===== src/rtl/emm_pkg.sv =====
// Shared types and constants for the emm N-master Wishbone arbiter.
package emm_pkg;

  localparam int unsigned ARB_FIXED = 0;
  localparam int unsigned ARB_RR    = 1;

  localparam int unsigned WB_AW = 32;
  localparam int unsigned WB_DW = 32;
  localparam int unsigned WB_SW = 4;

  typedef enum logic [0:0] {
    IDLE = 1'b0,
    BUSY = 1'b1
  } arb_state_t;

  // Request-side payload of one master, forwarded to the external bus when granted.
  typedef struct packed {
    logic [WB_AW-1:0] adr;
    logic [WB_DW-1:0] dat;
    logic             we;
    logic [WB_SW-1:0] sel;
  } wb_req_t;

endpackage


===== src/rtl/emm_arb_picker.sv =====
// Combinational winner selection: lowest requesting index (fixed) or first
// requester at or after the round-robin pointer, wrapping (round-robin).
module emm_arb_picker
  import emm_pkg::*;
#(
  parameter int unsigned NUM_MASTERS = 2,
  parameter int unsigned IDX_W       = (NUM_MASTERS > 1) ? $clog2(NUM_MASTERS) : 1
) (
  input  logic [NUM_MASTERS-1:0] i_req,
  input  logic [IDX_W-1:0]       i_rr_ptr,
  input  logic                   i_mode,
  output logic [IDX_W-1:0]       o_winner,
  output logic                   o_valid
);

  // Scan from the farthest candidate down so the nearest requester is written last.
  always_comb begin
    o_winner = '0;
    o_valid  = |i_req;
    for (int off = NUM_MASTERS - 1; off >= 0; off--) begin
      logic [IDX_W-1:0] w_idx;
      if (i_mode == 1'(ARB_RR)) begin
        w_idx = IDX_W'((32'(i_rr_ptr) + 32'(off)) % NUM_MASTERS);
      end else begin
        w_idx = IDX_W'(off);
      end
      if (i_req[w_idx]) begin
        o_winner = w_idx;
      end
    end
  end

endmodule


===== src/rtl/emm_arbiter.sv =====
// N-master to 1-slave pipelined Wishbone arbiter with outstanding-request cap
// and ack routing to the currently granted master.
module emm_arbiter
  import emm_pkg::*;
#(
  parameter int unsigned NUM_MASTERS     = 2,
  parameter int unsigned ARB_MODE        = 0,
  parameter int unsigned MAX_OUTSTANDING = 4
) (
  input  logic                        clk_i,
  input  logic                        rst_i,
  input  logic [NUM_MASTERS*32-1:0]   s_wb_adr_i,
  input  logic [NUM_MASTERS*32-1:0]   s_wb_dat_i,
  output logic [31:0]                 s_wb_dat_o,
  input  logic [NUM_MASTERS-1:0]      s_wb_we_i,
  input  logic [NUM_MASTERS*4-1:0]    s_wb_sel_i,
  input  logic [NUM_MASTERS-1:0]      s_wb_stb_i,
  output logic [NUM_MASTERS-1:0]      s_wb_ack_o,
  input  logic [NUM_MASTERS-1:0]      s_wb_cyc_i,
  output logic [NUM_MASTERS-1:0]      s_wb_stall_o,
  output logic [31:0]                 m_wb_adr_o,
  input  logic [31:0]                 m_wb_dat_i,
  output logic [31:0]                 m_wb_dat_o,
  output logic                        m_wb_we_o,
  output logic [3:0]                  m_wb_sel_o,
  output logic                        m_wb_stb_o,
  input  logic                        m_wb_ack_i,
  output logic                        m_wb_cyc_o,
  input  logic                        m_wb_stall_i
);

  localparam int unsigned IDX_W = (NUM_MASTERS > 1) ? $clog2(NUM_MASTERS) : 1;
  localparam int unsigned CNT_W = $clog2(MAX_OUTSTANDING + 1);

  arb_state_t       r_state;
  arb_state_t       w_state_nxt;
  logic [IDX_W-1:0] r_grant;
  logic [IDX_W-1:0] w_grant_nxt;
  logic [IDX_W-1:0] r_rr_ptr;
  logic [IDX_W-1:0] w_rr_ptr_nxt;
  logic [CNT_W-1:0] r_count;
  logic [CNT_W-1:0] w_count_nxt;
  logic [IDX_W-1:0] w_winner;
  logic             w_valid;
  logic             w_active;
  logic             w_full;
  logic             w_accept;
  wb_req_t          w_req [NUM_MASTERS];
  wb_req_t          w_gnt_req;

  for (genvar k = 0; k < NUM_MASTERS; k++) begin : g_req
    assign w_req[k] = '{adr: s_wb_adr_i[32*k +: 32],
                        dat: s_wb_dat_i[32*k +: 32],
                        we:  s_wb_we_i[k],
                        sel: s_wb_sel_i[4*k +: 4]};
  end

  emm_arb_picker #(
    .NUM_MASTERS (NUM_MASTERS),
    .IDX_W       (IDX_W)
  ) u_picker (
    .i_req    (s_wb_cyc_i),
    .i_rr_ptr (r_rr_ptr),
    .i_mode   (1'(ARB_MODE)),
    .o_winner (w_winner),
    .o_valid  (w_valid)
  );

  // Bus is driven only while the granted master still holds cyc; dropping it aborts at once.
  assign w_gnt_req  = w_req[r_grant];
  assign w_active   = (r_state == BUSY) && s_wb_cyc_i[r_grant];
  assign w_full     = (r_count == CNT_W'(MAX_OUTSTANDING));
  assign w_accept   = m_wb_stb_o && !m_wb_stall_i;

  assign m_wb_cyc_o = w_active;
  assign m_wb_stb_o = w_active && s_wb_stb_i[r_grant] && !w_full;
  assign m_wb_adr_o = w_active ? w_gnt_req.adr : '0;
  assign m_wb_dat_o = w_active ? w_gnt_req.dat : '0;
  assign m_wb_we_o  = w_active && w_gnt_req.we;
  assign m_wb_sel_o = w_active ? w_gnt_req.sel : '0;
  assign s_wb_dat_o = m_wb_dat_i;

  always_comb begin
    s_wb_stall_o = '1;
    s_wb_ack_o   = '0;
    if (w_active) begin
      s_wb_stall_o[r_grant] = m_wb_stall_i || w_full;
      s_wb_ack_o[r_grant]   = m_wb_ack_i;
    end
  end

  // Next-state, grant, round-robin pointer and outstanding counter.
  always_comb begin
    w_state_nxt  = r_state;
    w_grant_nxt  = r_grant;
    w_rr_ptr_nxt = r_rr_ptr;
    w_count_nxt  = r_count;
    case (r_state)
      IDLE: begin
        if (w_valid) begin
          w_state_nxt = BUSY;
          w_grant_nxt = w_winner;
          if (ARB_MODE == ARB_RR) begin
            w_rr_ptr_nxt = (w_winner == IDX_W'(NUM_MASTERS - 1)) ? '0 : w_winner + IDX_W'(1);
          end
        end
      end
      BUSY: begin
        if (!s_wb_cyc_i[r_grant]) begin
          w_state_nxt = IDLE;
          w_count_nxt = '0;
        end else if (w_accept && !m_wb_ack_i) begin
          w_count_nxt = r_count + CNT_W'(1);
        end else if (!w_accept && m_wb_ack_i && (r_count != '0)) begin
          w_count_nxt = r_count - CNT_W'(1);
        end
      end
      default: w_state_nxt = IDLE;
    endcase
  end

  always_ff @(posedge clk_i) begin
    if (rst_i) begin
      r_state  <= IDLE;
      r_grant  <= '0;
      r_rr_ptr <= '0;
      r_count  <= '0;
    end else begin
      r_state  <= w_state_nxt;
      r_grant  <= w_grant_nxt;
      r_rr_ptr <= w_rr_ptr_nxt;
      r_count  <= w_count_nxt;
    end
  end

endmodule


===== config.mk =====
export PLATFORM = sky130hd
export DESIGN_NAME = emm_arbiter
export DESIGN_NICKNAME = d
export VERILOG_FILES = /design/src/rtl/emm_pkg.sv /design/src/rtl/emm_arb_picker.sv /design/src/rtl/emm_arbiter.sv
export SDC_FILE = /design/constraint.sdc
export NUM_CORES = 1
export LEC_CHECK = 0
export ABC_AREA = 0
export CORE_AREA = 2 2 110 112
export DETAILED_ROUTE_END_ITERATION = 8
export DIE_AREA = 0 0 112 114
export GPL_ROUTABILITY_DRIVEN = 0
export SLEW_MARGIN = 25
export SYNTH_ARGS = -nofsm -noshare
export SYNTH_HDL_FRONTEND = slang
export SYNTH_SLANG_ARGS = --single-unit

===== constraint.sdc =====
create_clock -name clk_i -period 2 [get_ports clk_i]
set_input_delay 0.4 -clock clk_i [delete_from_list [all_inputs] [get_ports clk_i]]
set_output_delay 0.4 -clock clk_i [all_outputs]
set_load 0.02 [all_outputs]

; ---- After elaboration in Yosys (flattened, before gate mapping)
; Cells that the tools add are included.
[op_classes]
n_mux = 22
reduce_logical = 18
n_lt_le_gt_ge = 3
n_eq_ne = 2
n_bitwise = 5
n_addsub = 2
[op_table]
columns = cell, n
row1 = 69-bit 2-to-1 mux, 3
row2 = 32-bit 2-to-1 mux, 2
row3 = 1-bit logical AND, 9
row4 = 1-bit 2-to-1 mux, 9
row5 = 3-bit 2-to-1 mux, 3
row6 = 1-bit zero test, 4
row7 = 2-bit 2-to-1 mux, 2
row8 = 4-bit 2-to-1 mux, 1
row9 = 2-bit AND reduction, 2
row10 = "3-bit by 1-bit adder with 3-bit output, second input constant", 1
row11 = "3-bit equality test, second input constant", 1
row12 = "3-bit by 1-bit != test with 1-bit output, second input constant", 1
row13 = 3-bit nonzero test, 1
row14 = "3-bit by 1-bit subtractor with 3-bit output, second input constant", 1
row15 = 2-bit AND, 1
row16 = "2-bit >= comparator, second input constant", 1
row17 = "1-bit by 2-bit < comparator with 1-bit output, second input constant", 1
row18 = 1-bit inverter with 2-bit output, 1
row19 = 2-bit inverter, 1
row20 = 2-bit OR, 1
row21 = 1-bit case mux with 2 select lines, 1
row22 = 2-bit OR reduction, 1
row23 = 1-bit demux with 1-bit select, 1
row24 = "1-bit >= comparator, second input constant", 1
row25 = other kinds (2), 2
[totals]
out_inout_bits = 107
register_bits = 5
elab_cells = 55
in_bits = 178

; ---- Depth between registers and ports, before layout
; Gate-level depths: netlist of run 1.
[depth]
word_depth = 12
ltp_mapped = 8
mapped_depth_nobuf = 7

; ---- Hierarchy
; Synthesis of run 1 repeated with hierarchy kept, for this count alone.
[hier_totals]
cells_unflattened = 174
area_unflattened_um2 = 1331.3
[modules_own_cells]
columns = mod, area_per_inst_um2, cells_each, seq_area_each_um2, instances
row1 = emm_arbiter, 1313.8, 171, 100.1, 1
row2 = emm_arb_picker, 17.5, 3, 0.0, 1

; ---- Worst setup path after synthesis of run 1
; No wires, ideal clock.
[synth_timing]
kind = flip-flop to flip-flop
from = register r_grant
to = register r_count[2]
arrival_ns = 2.024
synth_period_minus_slack_ns = 2.085
path_buffers = 1
required_time_ns = 1.938
setup_time_ns = 0.062
setup_slack_ns = -0.085
stages_incl_launch_ff = 9
path_cell_list = dfxtp_1 clkbuf_8 and4b_2 a41oi_2 nor2_1 fa_1 or3_1 a211o_1 nand3_1
[synth_via]
elab_chain_cells = 11
word_cells_on_any_way = 16
classes_between = eq/ne: 1 / mux: 6 / reduce/logical: 9
[synth_rtl]
columns = element, line_no
row1 = from (decl), emm_arbiter.sv:37  ; logic [IDX_W-1:0] r_grant;
row2 = from (signal assigned), emm_arbiter.sv:130  ; r_grant <= w_grant_nxt;
row3 = 1-bit 2-to-1 mux (not written as such) (2 in series), "emm_arbiter.sv:71, emm_arbiter.sv:109"
row4 = 1-bit logical AND, emm_arbiter.sv:71  ; assign w_active = (r_state == BUSY) && s_wb_cyc_i[r_grant];
row5 = 1-bit logical AND (2 in series), emm_arbiter.sv:76  ; assign m_wb_stb_o = w_active && s_wb_stb_i[r_grant] && !w_full;
row6 = 1-bit logical AND, emm_arbiter.sv:73  ; assign w_accept = m_wb_stb_o && !m_wb_stall_i;
row7 = 1-bit zero test, emm_arbiter.sv:114  ; end else if (!w_accept && m_wb_ack_i && (r_count != '0)) begin
row8 = 1-bit logical AND (2 in series), emm_arbiter.sv:114
row9 = 3-bit by 1-bit != test with 1-bit output (no line), --
row10 = 2-bit AND reduction (no line), --
row11 = to (signal assigned), emm_arbiter.sv:132  ; r_count <= w_count_nxt;
row12 = to (decl), emm_arbiter.sv:41  ; logic [CNT_W-1:0] r_count;
; Parallel ways exist; a longest one is shown, timed or not. The select of a mux whose other input is x is not followed.
; A chain may end at the register's enable or synchronous reset.

; ---- Worst setup path in the final report of run 1
[layout_timing]
from = register r_grant
to = output port m_wb_stb_o
[layout_via]
elab_chain_cells = 5
word_cells_on_any_way = 7
classes_between = mux: 4 / reduce/logical: 3
[layout_rtl]
columns = element, line_no
row1 = 1-bit 2-to-1 mux (not written as such) (2 in series), emm_arbiter.sv:71
row2 = 1-bit logical AND, emm_arbiter.sv:71
row3 = 1-bit logical AND (*) (2 in series), emm_arbiter.sv:76
row4 = to (decl), emm_arbiter.sv:26  ; output logic m_wb_stb_o,
; Mark *: on every way between the ends. The rest lies on a longest branch, timed or not. The select of a mux whose other input is x is not followed.

==> results.ini, run 1 <==
[status]
outcome = completed

[detailed_routing]
drc = 0
routedWlPerCell_um = 17.70
ant_nets = 0
vias = 2295
viasPerCell = 4.314
first_pass_iters = 4
drtIter0Drc = 66
wirelength_um = 9415

[grt]
grt_pass1_wl_um = 13300
globalRouteOverflowTotal = 0
grt_pass1_vias = 2306
grt_use_met2_pct = 24.20
grt_antenna_before_repair = 0
globalRouteMet3Util_pct = 3.507
busiest_layer = met2
met1_usage_pct = 15.82
grt_max_degree = 20
gr-usage-all-layers_pct = 13.45

[finish]
syn_to_final_growth_pct = 178.1
fin_nets = 565
utilization_pct = 31.91
drive_above_1_share_pct = 32.99
diodes = 0

[sta]
tightest_slew_ps = 266.5
maxSlewViolCount = 0
hold_violations = 0
fin_crit_sh_pct = 98.40
fin_crit_ps = 1968
fmax_ghz = 0.5081
whs_ps = 585.3
setup_viol = 0
fin_skew_ps = 2.098
slew-limit-headroom_pct = 82.19

[worst_setup_path]
required_ps = 1600
critical_path_class = reg -> out
reg2reg_setup_slack_ps = 50
critical_path.max_fanout = 6
path_delay_family = buffers and inverters
critPathArrivalTime_ps = 1570
crit_slowest_cell = dfxtp_4
cp_cell_sequence = and4b_2 -> a41oi_4 -> buf_4 -> nor2_1 -> clkdlybuf4s15_1
rr_worst_depth = 7
start_kind = register
worst-path-buf-inv = 2
rr_startpoint = r_grant$_SDFFE_PP0P_
crit_start = r_grant$_SDFFE_PP0P_
worst_path_largest_cell_delay_ps = 370
setup.worst_path.end_class = primary output
worstReg2RegEnd = r_count[2]$_SDFFE_PP0P_

[clock_tree]
ctsHtreeMaxLevel = 1
clock-root-buffer = clkbuf_16
clk_latency_ps = 230
cts_sinks = 5
postCtsHoldBufs = 0
cts_buffers = 3
max-clock-path-buffers = 2
clk_pin_slew_ps = 30
cts_tree = built

[floorplanning]
dieWidth_um = 112
dieArea_um2 = 12770
num_io_pins = 285
core_um2 = 11710
row_count = 40
start_util_pct = 11.47
dieHeight_um = 114

[synth]
yosysSeqAreaShare_pct = 7.449
postSynthNetCount = 351
synth_warnings = 0
netlist_area_um2 = 1344
syn-instance-count = 172
yosysTopAreaCell = a22o_1
synth_area_leaders = a22o_1 (45%), buf_4 (18%), dfxtp_1 (7.4%)
synth_top_area_share_pct = 44.97
synth_seq_cells = 5
avgSynthCellArea_um2 = 7.813
ys_types = 29

[min_path]
holdPathEnd = r_grant$_SDFFE_PP0P_
hold_class = reg -> reg
hp-start = r_grant$_SDFFE_PP0P_
holdPathStages = 2

[placed_design]
dpl.hpwl_um = 7452
port_buffers = 220

[job]
drv_cap = 0

[power_and_ir_drop]
leakagePower_nw = 1.619
p_per_area_nw_per_um2 = 318.9
ir_drop_v = 0.0002310

worst max-delay path by stage:
stage	end	slack, ps	cells past startpoint
6_report	m_wb_stb_o	30	5
5_1_grt	r_count[2]$_SDFFE_PP0P_	-8	7
4_1_cts	r_count[2]$_SDFFE_PP0P_	-50	7
3_5_place_dp	m_wb_dat_o[18]	-700	5
3_3_place_gp	m_wb_adr_o[11]	-710	6
2_1_floorplan	r_count[2]$_SDFFE_PP0P_	20	8
placed cells by master, fill, tap and decap left out, types with 4 or more instances in the layout:
cell,n
a22o_1,69
buf_4,27
inv_1,4
nand2_1,4
clkdlybuf4s50_1,139
a21oi_1,6
clkdlybuf4s15_1,4
o21ai_0,4
buf_2,50
dlygate4sd2_1,5
clkdlybuf4s15_2,5
buf_12,8
buf_6,19
logic make-up after synthesis:
group                    after synthesis  share of synthesized area (%)
buffers and inverters                 53                          25.05
AO/OA/AOI/OAI                         84                          52.42
XOR/XNOR                               1                         0.6519
adder cells (fa/ha/maj)                1                          1.490
AND/OR/NAND/NOR                       26                          11.45
multiplexers                           2                          1.490
flip-flops                             5                          7.449
metrics by stage:
| stage | setup TNS (ps) | std cells | instance area (µm²) | total power [mW] | setup slack (ps) |
|---|---|---|---|---|---|
| 4_1_cts | -45.11 | 532 | 3849 | 1.210 | -45.11 |
| 6_report | 0 | 532 | 3737 | 1.192 | 31.91 |
| 2_1_floorplan | 0 | 172 | 1346 | 0.4433 | 22.61 |
| 3_3_place_gp | -48500 | 518 | 3677 | 0.8607 | -708.7 |
| 3_5_place_dp | -47800 | 518 | 3677 | 0.8642 | -698.2 |
| 5_1_grt | -7.707 | 532 | 3737 | 1.249 | -7.707 |
repair_timing:
| action | 4_1_cts | 5_1_grt |
|---|---|---|
| pin swaps | 10 | 6 |
| setup buffers | 7 | 1 |
| gates resized for setup | 326 | 27 |
| endpoints found under the setup margin | 77 | 45 |
| gates cloned | 3 | 0 |
worst register-to-register path, delay by kind of cell (launching register included):
family | cells | cell delay, ps
adders and majority gates | 1 | 340
and+or+nand+nor | 4 | 700
DFF | 1 | 370
AOI/OAI and AO/OA | 2 | 490
flip-flops by register name, summed over array words and instances (netlist names):
signal	flops
r_state	1
r_grant	1
r_count	3
synthesized netlist by cell type, drive strengths merged:
library cell and n:
a21oi 6, inv 4, a211o 1, nor3b 4, a22o 69, nor2 3
or4 1, xnor2 1, a211oi 1, fa 1, o21bai 1, or2b 1
a41oi 1, dfxtp 5, o32a 1, nand3 2, and3 1, or3 4
and2 2, nor3 2, and4b 1, o21ai 4, mux2i 2, or2 1
buf 38, clkbuf 11, nand2 4
final cells by class:
| type | count | area (µm²) |
|---|---|---|
| Multi-Input combinational cell | 114 | 963.4 |
| Clock buffer | 4 | 78.83 |
| Fill cell | 1263 | 7974 |
| Tap cell | 147 | 183.9 |
| Timing Repair Buffer | 258 | 2391 |
| Sequential cell | 5 | 105.1 |
| Inverter | 4 | 15.01 |
power by group:
| group | switching (mW) | internal, mW | leakage [nW] | total, mW |
|---|---|---|---|---|
| sequential | 0.00579 | 0.107 | 0.0418 | 0.113 |
| clock | 0.0722 | 0.265 | 0.0382 | 0.337 |
| combinational | 0.286 | 0.456 | 1.54 | 0.742 |
| total | 0.364 | 0.828 | 1.62 | 1.19 |
per-layer routing:
layer	vias to the layer above	share of wire, %	wire, µm
met5	-	0	0
met2	141	50	4735
met3	23	9.1	855
met4	0	1.9	177
li1	1068	-	-
met1	1063	39	3646
Power figures use the tool's default switching activity.
==> run 2, diff against run 1 <==
GPL_ROUTABILITY_DRIVEN = unset   (was 0)
==> results of run 2 <==
Final layout, timing and power as in run 1 (identical DEF).
